## src/rtl/edge_pkg.sv

```systemverilog
// Shared widths, unpack state encoding and byte-select helper
// for the pixel-stream edge blocks.
package edge_pkg;

    localparam int PIX_W        = 8;
    localparam int WORD_W       = 32;
    localparam int PIX_PER_WORD = 4;
    localparam int IDX_W        = $clog2(PIX_PER_WORD);

    typedef enum logic {
        ST_EMPTY,
        ST_HOLD
    } unpack_state_t;

    // Slot order is reversed by inverting the 2-bit index.
    function automatic logic [PIX_W-1:0] pick_pix(
        input logic [WORD_W-1:0] w,
        input logic [IDX_W-1:0]  idx,
        input logic              lsb_first
    );
        logic [IDX_W-1:0] slot;
        slot = lsb_first ? idx : ~idx;
        return w[slot*PIX_W +: PIX_W];
    endfunction

endpackage

```

## src/rtl/line_pos_counter.sv

```systemverilog
// Pixel position within an image line; wraps after the last
// pixel of the line.
module line_pos_counter #(
    parameter int LINE_PIXELS = 640,
    parameter int POS_W       = $clog2(LINE_PIXELS)
) (
    input  logic             clk,
    input  logic             rst_n,
    input  logic             inc,
    output logic [POS_W-1:0] pos,
    output logic             last
);

    assign last = (pos == POS_W'(LINE_PIXELS - 1));

    always_ff @(posedge clk or negedge rst_n) begin
        if (!rst_n) begin
            pos <= '0;
        end else if (inc) begin
            pos <= last ? '0 : pos + POS_W'(1);
        end
    end

endmodule

```

## src/rtl/word_unpack.sv

```systemverilog
// Splits 32-bit words into a stream of 8-bit pixels, one per cycle.
// Optional line-end flag built with WORD_UNPACK_LINE_CNT_EN.
module word_unpack
    import edge_pkg::*;
#(
    parameter int LINE_PIXELS = 640,
    parameter bit LSB_FIRST   = 1
) (
    input  logic              clk,
    input  logic              rst_n,
    input  logic              word_valid,
    input  logic [WORD_W-1:0] word_in,
    output logic              word_ready,
    output logic              pix_valid,
    output logic [PIX_W-1:0]  pix_data,
    input  logic              pix_ready,
    output logic              pix_eol
);

    if ((LINE_PIXELS % PIX_PER_WORD) != 0 || LINE_PIXELS < PIX_PER_WORD) begin : g_bad_cfg
        $error("LINE_PIXELS must be a multiple of 4 and >= 4");
    end

    unpack_state_t     state_q, state_d;
    logic [IDX_W-1:0]  idx_q, idx_d;
    logic [WORD_W-1:0] word_q, word_d;
    logic              last_idx;
    logic              pix_xfer;
    logic              word_xfer;

    assign last_idx   = (idx_q == IDX_W'(PIX_PER_WORD - 1));
    assign pix_valid  = (state_q == ST_HOLD);
    // Refill path from pix_ready lets the next word land with no bubble.
    assign word_ready = (state_q == ST_EMPTY) || (last_idx && pix_ready);
    assign pix_data   = pick_pix(word_q, idx_q, LSB_FIRST);
    assign pix_xfer   = pix_valid && pix_ready;
    assign word_xfer  = word_valid && word_ready;

    always_ff @(posedge clk or negedge rst_n) begin
        if (!rst_n) begin
            state_q <= ST_EMPTY;
            idx_q   <= '0;
            word_q  <= '0;
        end else begin
            state_q <= state_d;
            idx_q   <= idx_d;
            word_q  <= word_d;
        end
    end

    always_comb begin
        state_d = state_q;
        idx_d   = idx_q;
        word_d  = word_q;
        case (state_q)
            ST_EMPTY: begin
                if (word_xfer) begin
                    word_d  = word_in;
                    idx_d   = '0;
                    state_d = ST_HOLD;
                end
            end
            ST_HOLD: begin
                if (pix_xfer) begin
                    if (!last_idx) begin
                        idx_d = idx_q + IDX_W'(1);
                    end else if (word_xfer) begin
                        word_d = word_in;
                        idx_d  = '0;
                    end else begin
                        idx_d   = '0;
                        state_d = ST_EMPTY;
                    end
                end
            end
            default: begin
                state_d = ST_EMPTY;
                idx_d   = '0;
            end
        endcase
    end

`ifdef WORD_UNPACK_LINE_CNT_EN
    localparam int POS_W = $clog2(LINE_PIXELS);

    logic [POS_W-1:0] line_pos;
    logic             line_last;

    line_pos_counter #(
        .LINE_PIXELS (LINE_PIXELS),
        .POS_W       (POS_W)
    ) u_line_pos (
        .clk   (clk),
        .rst_n (rst_n),
        .inc   (pix_xfer),
        .pos   (line_pos),
        .last  (line_last)
    );

    assign pix_eol = pix_valid && line_last;
`else
    assign pix_eol = 1'b0;
`endif

endmodule

```

## config.mk

```make
export PLATFORM = sky130hd
export DESIGN_NAME = word_unpack
export DESIGN_NICKNAME = d
export VERILOG_FILES = /design/src/rtl/edge_pkg.sv /design/src/rtl/line_pos_counter.sv /design/src/rtl/word_unpack.sv
export SDC_FILE = /design/constraint.sdc
export NUM_CORES = 1
export LEC_CHECK = 0
export CORE_UTILIZATION = 40
export CTS_CLUSTER_SIZE = 10
export DETAILED_ROUTE_END_ITERATION = 8
export HOLD_SLACK_MARGIN = 0.06
export PLACE_DENSITY = 0.66
export SETUP_SLACK_MARGIN = 0.5
export SLEW_MARGIN = 25
export SYNTH_ARGS = -nofsm -noshare
export SYNTH_HDL_FRONTEND = slang
export SYNTH_SLANG_ARGS = --single-unit
```

## constraint.sdc

```tcl
create_clock -name clk -period 2.1 [get_ports clk]
set_clock_uncertainty 0.15 [all_clocks]
set_input_delay 0.315 -clock clk [delete_from_list [all_inputs] [get_ports clk]]
set_output_delay 0.315 -clock clk [all_outputs]
set_load 0.02 [all_outputs]
```

# After elaboration in Yosys (flattened, before gate mapping)

Cells that the tools add are included.
Widths: inputs -> output; s select.

Input port bits: 36
Register bits: 35
Word-level logic and storage cells: 28
Output and inout bits: 11

Bitwise operators: 1
Shifts and indexed selects: 1
Reductions and logical operators: 6
Muxes and demuxes: 12
Add/sub/neg operators: 1
Equality and inequality tests: 4

Operator list:

| kind                | number |
|---|---|
| $mux 32             | 3 |
| $pmux 32 s2         | 1 |
| $shiftx 32x6->8     | 1 |
| $mux 2              | 3 |
| $ne 2x1->1 const B  | 2 |
| $pmux 2 s2          | 1 |
| $reduce_and 2->1    | 2 |
| $logic_and 1x1->1   | 3 |
| $mux 1              | 3 |
| $add 2x1->2 const B | 1 |
| $eq 2x2->1 const B  | 1 |
| $ne 2x2->1 const B  | 1 |
| $pmux 1 s2          | 1 |
| $logic_or 1x1->1    | 1 |
| $not 1->1           | 1 |

# Longest topological paths before layout

Gate-level depths: netlist of run 1.

Word-level depth: 8
Gate-level depth with buffers: 5

# Least setup slack after synthesis of run 1

Ideal clock, no wire load.

Path kind: register to output
Start: reg idx_q[0]
End: out pix_data[0]
Data arrival time: 1.187 ns
Stages on the path, launching flop included: 3
Setup slack: 0.448 ns
Cell sequence: dfrtp_1 > buf_2 > mux4_2

Word-level cells in the longest chain between the ends: 1

RTL lines:

| element                | line              | text |
|---|---|---|
| from (decl)            | word_unpack.sv:25 | `logic [IDX_W-1:0] idx_q, idx_d;` |
| from (signal assigned) | word_unpack.sv:46 | `idx_q <= idx_d;` |
| $shiftx 32x6->8        | edge_pkg.sv:23    | `return w[slot*PIX_W +: PIX_W];` |
| to (decl)              | word_unpack.sv:15 | `output logic [PIX_W-1:0] pix_data,` |

Every way passes these cells.

# Final worst setup path of run 1

Same ends and word-level chain as after synthesis.

==> results of run 1 <==
==> flip-flops by register name, summed over array words and instances (netlist names) <==
signal	flops
word_q	32
idx_q	2
pix_valid	1
==> cell families (layout without fill, tap and decap cells) <==
kind of cell    after synthesis  after routing  share of synthesized area [%]
buf+inv                      50            107                           11.8
simple gates                 36             36                           7.40
compound gates               35             35                           27.0
flops                        35             35                           43.5
mux                           9              9                           9.45
fa+ha+maj                     1              1                          0.621
other cells                   1              1                          0.186
==> critical path: stages, from the launching register on <==
cell and delay, ns:
dfrtp_1 0.40, buf_12 0.15, mux4_2 0.53, buf_6 0.15
==> metal layers <==
metal / vias up / part of all wire (%)
li1: 701 / -
met1: 771 / 41
met2: 49 / 53
met3: 8 / 4.9
met4: 0 / 1.5
met5: - / 0
==> cell usage after synthesis <==
| master | n |
|---|---|
| a32o_1 | 2 |
| clkbuf_1 | 4 |
| buf_4 | 1 |
| and3_4 | 1 |
| buf_2 | 7 |
| ha_1 | 1 |
| mux4_2 | 8 |
| o32ai_2 | 30 |
| a21boi_4 | 1 |
| mux2i_1 | 1 |
| o32ai_1 | 2 |
| inv_1 | 32 |
| and2b_1 | 1 |
| conb_1 | 1 |
| dfrtp_1 | 35 |
| buf_6 | 5 |
| nor2_1 | 1 |
| nand2_1 | 32 |
| or2_1 | 1 |
| inv_2 | 1 |
==> repair_timing <==
action	in CTS	in global routing
gates cloned	5	0
gates resized for setup	60	2
setup buffers	4	1
setup endpoints to repair	43	43
==> power groups by stage <==
stage | clock, mW | sequential (mW) | combinational [mW]
6_report | 0.446 | 1.24 | 2.37
5_1_grt | 0.478 | 1.28 | 2.51
4_1_cts | 0.449 | 1.22 | 2.34
3_5_place_dp | 0 | 1.23 | 2.00
3_3_place_gp | 0 | 1.20 | 1.95
2_1_floorplan | 0 | 1.13 | 1.43
==> worst paths after layout <==
check	startpoint	to	slack, ns	depth (start not counted)
max	idx_q[0]	pix_data[0]	0.12	3
min	rst_n	word_q[21]	0.29	2
max reg2reg	idx_q[0]	word_q[19]	0.31	5
min reg2reg	word_q[20]	word_q[20]	0.40	2
max in group asynchronous	rst_n	idx_q[1]	1.17	2
min in group clk	word_q[20]	word_q[20]	0.40	2
==> area by class of cell <==
| class | instances | area [um^2] | share of cell area (%) |
|---|---|---|---|
| Multi-Input combinational cell | 82 | 940 | 32.4 |
| Sequential cell | 35 | 877 | 30.2 |
| Timing Repair Buffer | 68 | 806 | 27.8 |
| Inverter | 33 | 124 | 4.27 |
| Tap cell | 67 | 83.8 | 2.89 |
| Clock buffer | 6 | 72.6 | 2.50 |
==> out/results.tsv, run 1 <==
stage	metric	value	unit
outcome	status	complete, no violations	
sta	post-route-period-util	94.5	%
final_layout	diodes	0	
final_layout	area_growth_syn_to_layout	44.2	%
routing	vias_per_cell	5.25	
floorplan	die_y	72.9	um
global_routing	grt_busiest_layer	met2	
critical_path	worst_ep_required_time	1.63	ns
power	power.total	4.05	mW
placement	placed_cell_area	2580	um^2
power	p_per_area	1400	nW/um^2
synth	synthDistinctLibCells	20	
critical_path	cp.arrival	1.52	ns
routing	ant_nets	0	
global_routing	grt_pass1_wl	8310	um
sta	final.min_clock_period	1.98	ns
synth	syn_inst	167	
critical_path	path_class	flop to primary output	
cts	cts_root_buffer	clkbuf_8	
global_routing	grt_use_met2	37.3	%
power	power_leakage	1.31	nW
final_layout	final_cell_mix	clkdlybuf4s50_1, dfrtp_1, inv_1, nand2_1, o32ai_2	
floorplan	rows	25	
sta	rsz0062_at_grt	true	
floorplan	ios	47	
global_routing	grt_use_met1	27.2	%
critical_path	startpoint_type	flop	
cts	worstSkewPairLatency	0.28	ns
cts	h-tree-depth	2	
cts	clk_pin_slew	0.06	ns
routing	dr.pass1.iters	4	
placement	place_inst	275	
power	clockPowerShare	11.0	%
global_routing	grt_overflow	0	
placement	portBuffers	45	
final_layout	drive_gt1_share	36.6	%
placement	hpwl	3100	um
sta	max_freq	504	MHz
global_routing	grt_pass1_vias	1626	
sta	finalSetupTns	0	ns
routing	drc_errors	0	
placement	place.gp.congestion	0.722	
final_layout	nets	262	
final_layout	fillCellCount	389	
synth	ys_top_cells_by_area	dfrtp_1, o32ai_2, mux4_2	
routing	vias	1529	
power	p_sw	1.39	mW
power	switching_share	34.4	%
sta	worst_slack	0.116	ns
floorplan	initial_core_util	42.1	%
synth	yosys.area.top_type	dfrtp_1	
synth	synth_seq_cells	35	
final_layout	final_cell_area	2900	um^2
routing	wire_per_inst	18.0	um
min_path	hp-class	input pin to asynchronous set/reset pin	
sta	slew_viol_final	0	
sta	timing.final.hold_violations	0	
cts	ctsHoldBuffers	0	
critical_path	path_max_fanout	8	
routing	wl	5250	um
synth	syn-mean-instance-area	12.1	um^2
synth	synth_nets	204	
floorplan	core_area	4790	um^2
sta	setup_violations	0	
global_routing	use_met3	5.25	%
final_layout	layout_commonest_cell	clkdlybuf4s50_1	
cts	numCtsBuffers	5	
placement	pre_cts_ws	0.0423	ns
global_routing	antenna_found_initial	0	
final_layout	post-route-util	60.7	%
synth	syn_area	2010	um^2
final_layout	fin_cells	291	
flow_run	cap_violations	0	
power	p_comb_share	58.5	%
floorplan	die-width	72.9	um
sta	whs	0.292	ns
synth	synth_top_area_share	43.5	%
floorplan	dieArea	5320	um^2
power	p_int	2.66	mW
power	power_frac_seq	30.5	%
power	irDropWorstVdd	0.615	mV
cts	cts_buffer_depth	2	
cts	cts_sinks	35	
global_routing	grt_max_degree	36	
synth	yosysWarningCount	0	
synth	synth_seq_area_share	43.5	%
cts	cts_tree	yes	
routing	first_iter_violations	87	
critical_path	crit_path_end_kind	primary output	
global_routing	track_usage	21.6	%
No activity file was read; power rests on OpenSTA's default activity.
==> run 2: changes to the inputs <==
CTS_BUF_LIST = sky130_fd_sc_hd__clkbuf_8   (was default)
==> out/results.tsv, run 2 (same netlist as run 1, synthesis figures left out) <==
stage	metric	value	unit	change
critical_path	worstRegToRegCells	5		unchanged
routing	ant_nets	0		unchanged
cts	cts_tree	yes		
final_layout	fin_cells	290		-0.34%
power	p_int	2.64	mW	-0.98%
floorplan	core_area	4790	um^2	unchanged
final_layout	largest_register_ffs	32		unchanged
final_layout	area_growth_syn_to_layout	43.2	%	
final_layout	layout_commonest_cell	clkdlybuf4s50_1		
sta	timing.final.hold_violations	0		unchanged
critical_path	critical_path_buf_inv_count	2		unchanged
final_layout	post-route-util	60.2	%	-0.42 points
floorplan	rows	25		unchanged
cts	clk_pin_slew	0.06	ns	about the same
final_layout	diodes	0		unchanged
global_routing	track_usage	21.6	%	about the same
routing	drc_errors	0		unchanged
sta	setup_violations	0		unchanged
placement	hpwl	3100	um	unchanged
final_layout	nets	261		-0.38%
final_layout	fillCellCount	387		-0.51%
power	clockPowerShare	10.9	%	about the same
placement	place_inst	275		unchanged
critical_path	cp.arrival	1.51	ns	about the same
critical_path	worst_ep_required_time	1.63	ns	about the same
critical_path	rr_endpoint	word_q[19]		
placement	pre_cts_ws	0.0423	ns	unchanged
critical_path	startpoint_type	flop		
routing	vias	1517		-0.78%
routing	dr.pass1.iters	4		unchanged
power	power_frac_seq	30.6	%	about the same
final_layout	drive_gt1_share	36.3	%	-0.28 points
critical_path	path_max_fanout	8		unchanged
critical_path	cp_cell_sequence	buf_12 > mux4_2 > buf_6		
sta	post-route-period-util	94.2	%	-0.27 points
cts	cts_sinks	35		unchanged
power	p_sw	1.37	mW	-1.9%
power	switching_share	34.2	%	-0.20 points
cts	ctsHoldBuffers	0		unchanged
routing	wire_per_inst	17.6	um	-2.7%
min_path	hp-class	input pin to asynchronous set/reset pin		
global_routing	antenna_found_initial	0		unchanged
power	irDropWorstVdd	0.699	mV	+14%
routing	wl	5090	um	-3.0%
sta	whs	0.298	ns	+0.00638 ns
floorplan	initial_core_util	42.1	%	unchanged
critical_path	path_class	flop to primary output		
sta	max_freq	505	MHz	+0.29%
global_routing	grt_overflow	0		unchanged
floorplan	ios	47		unchanged
final_layout	final_cell_mix	clkdlybuf4s50_1, dfrtp_1, inv_1, nand2_1, o32ai_2		
cts	cts_root_buffer	clkbuf_8		
power	power_leakage	1.30	nW	-0.24%
sta	worst_slack	0.121	ns	+0.00571 ns
sta	slew_viol_final	0		unchanged
global_routing	grt_pass1_vias	1600		-1.6%
cts	cts_buffer_depth	2		unchanged
power	p_per_area	1390	nW/um^2	-0.60%
sta	rsz0062_at_grt	true		
floorplan	die-width	72.9	um	unchanged
cts	numCtsBuffers	5		unchanged
critical_path	slowest_stage	mux4_2		
floorplan	dieArea	5320	um^2	unchanged
final_layout	register_area	877	um^2	unchanged
outcome	status	complete, no violations		
sta	finalSetupTns	0	ns	unchanged
routing	first_iter_violations	79		-9.2%
floorplan	die_y	72.9	um	unchanged
critical_path	slowest_delay	0.52	ns	about the same
global_routing	grt_max_degree	36		unchanged
global_routing	grt_pass1_wl	8260	um	-0.66%
placement	portBuffers	45		unchanged
placement	place.gp.congestion	0.722		unchanged
critical_path	r2r_setup_slack	0.34	ns	+0.03 ns
critical_path	crit_path_end_kind	primary output		
power	p_comb_share	58.4	%	about the same
routing	vias_per_cell	5.23		-0.44%
critical_path	reg2reg_from	idx_q[0]		
sta	final.min_clock_period	1.98	ns	-0.00571 ns
critical_path	cpLargestDelayFamily	multiplexers		
cts	h-tree-depth	2		unchanged
cts	worstSkewPairLatency	0.28	ns	about the same
final_layout	multi_input_comb_area	928	um^2	-1.2%
final_layout	top_register	word_q		
flow_run	cap_violations	0		unchanged
-- run 2: cell types whose count changed in the layout (fill, tap and decap cells not counted), sizes merged --
cell | previous run | this run
dlygate4sd2 | 0 | 1
clkbuf | 6 | 5
inv | 33 | 34
buf | 28 | 27
clkdlybuf4s15 | 1 | 0
-- run 2: repair_timing --
action	4_1_cts	5_1_grt
gates resized for setup	60	0
cloned	5	0
buffers inserted	4	0
endpoints found under the setup margin	43	42
-- run 2: metal layers --
metal  share of wire (%)  wire length [um]  vias to the layer above  GRT usage [%]
met2                  52              2660                       44           37.1
met3                 4.9               248                        7           5.11
li1                    -                 -                      700              -
met4                 1.0                53                        0           4.58
met1                  42              2130                      766           27.8
met5                   0                 0                        -              0
-- run 2: power by group through the flow --
stage,registers [mW],clock network (mW),logic (mW)
5_1_grt,1.26,0.471,2.47
3_3_place_gp,1.20,0,1.95
4_1_cts,1.22,0.444,2.34
2_1_floorplan,1.13,0,1.43
6_report,1.23,0.437,2.34
3_5_place_dp,1.23,0,2.00
-- run 2: cell type report --
type | count | share of cell area [%]
clock buffer | 5 | 2.39
clock inverter | 1 | 0.130
inverter | 33 | 4.30
multi-input combinational | 82 | 32.2
sequential | 35 | 30.4
tap | 67 | 2.91
timing repair buffer | 67 | 27.6
-- run 2: how the worst max path moves through the flow --
stage / from / endpoint / slack, ns / cells past startpoint
2_1_floorplan: idx_q[0] / pix_data[0] / 0.53 / 2
3_3_place_gp: idx_q[0] / pix_data[0] / 0.05 / 3
3_5_place_dp: idx_q[0] / pix_data[0] / 0.04 / 3
4_1_cts: idx_q[0] / pix_data[0] / 0.11 / 3
5_1_grt: idx_q[0] / pix_data[0] / 0.07 / 3
6_report: idx_q[0] / pix_data[0] / 0.12 / 3
-- run 2: stage by stage --
| stage | power [mW] | area, um^2 |
|---|---|---|
| after global placement | 3.16 | 2580 |
| final | 4.00 | 2880 |
| after CTS | 4.01 | 2880 |
| after global routing | 4.21 | 2880 |
| after floorplan | 2.56 | 2020 |
| after detailed placement | 3.23 | 2580 |
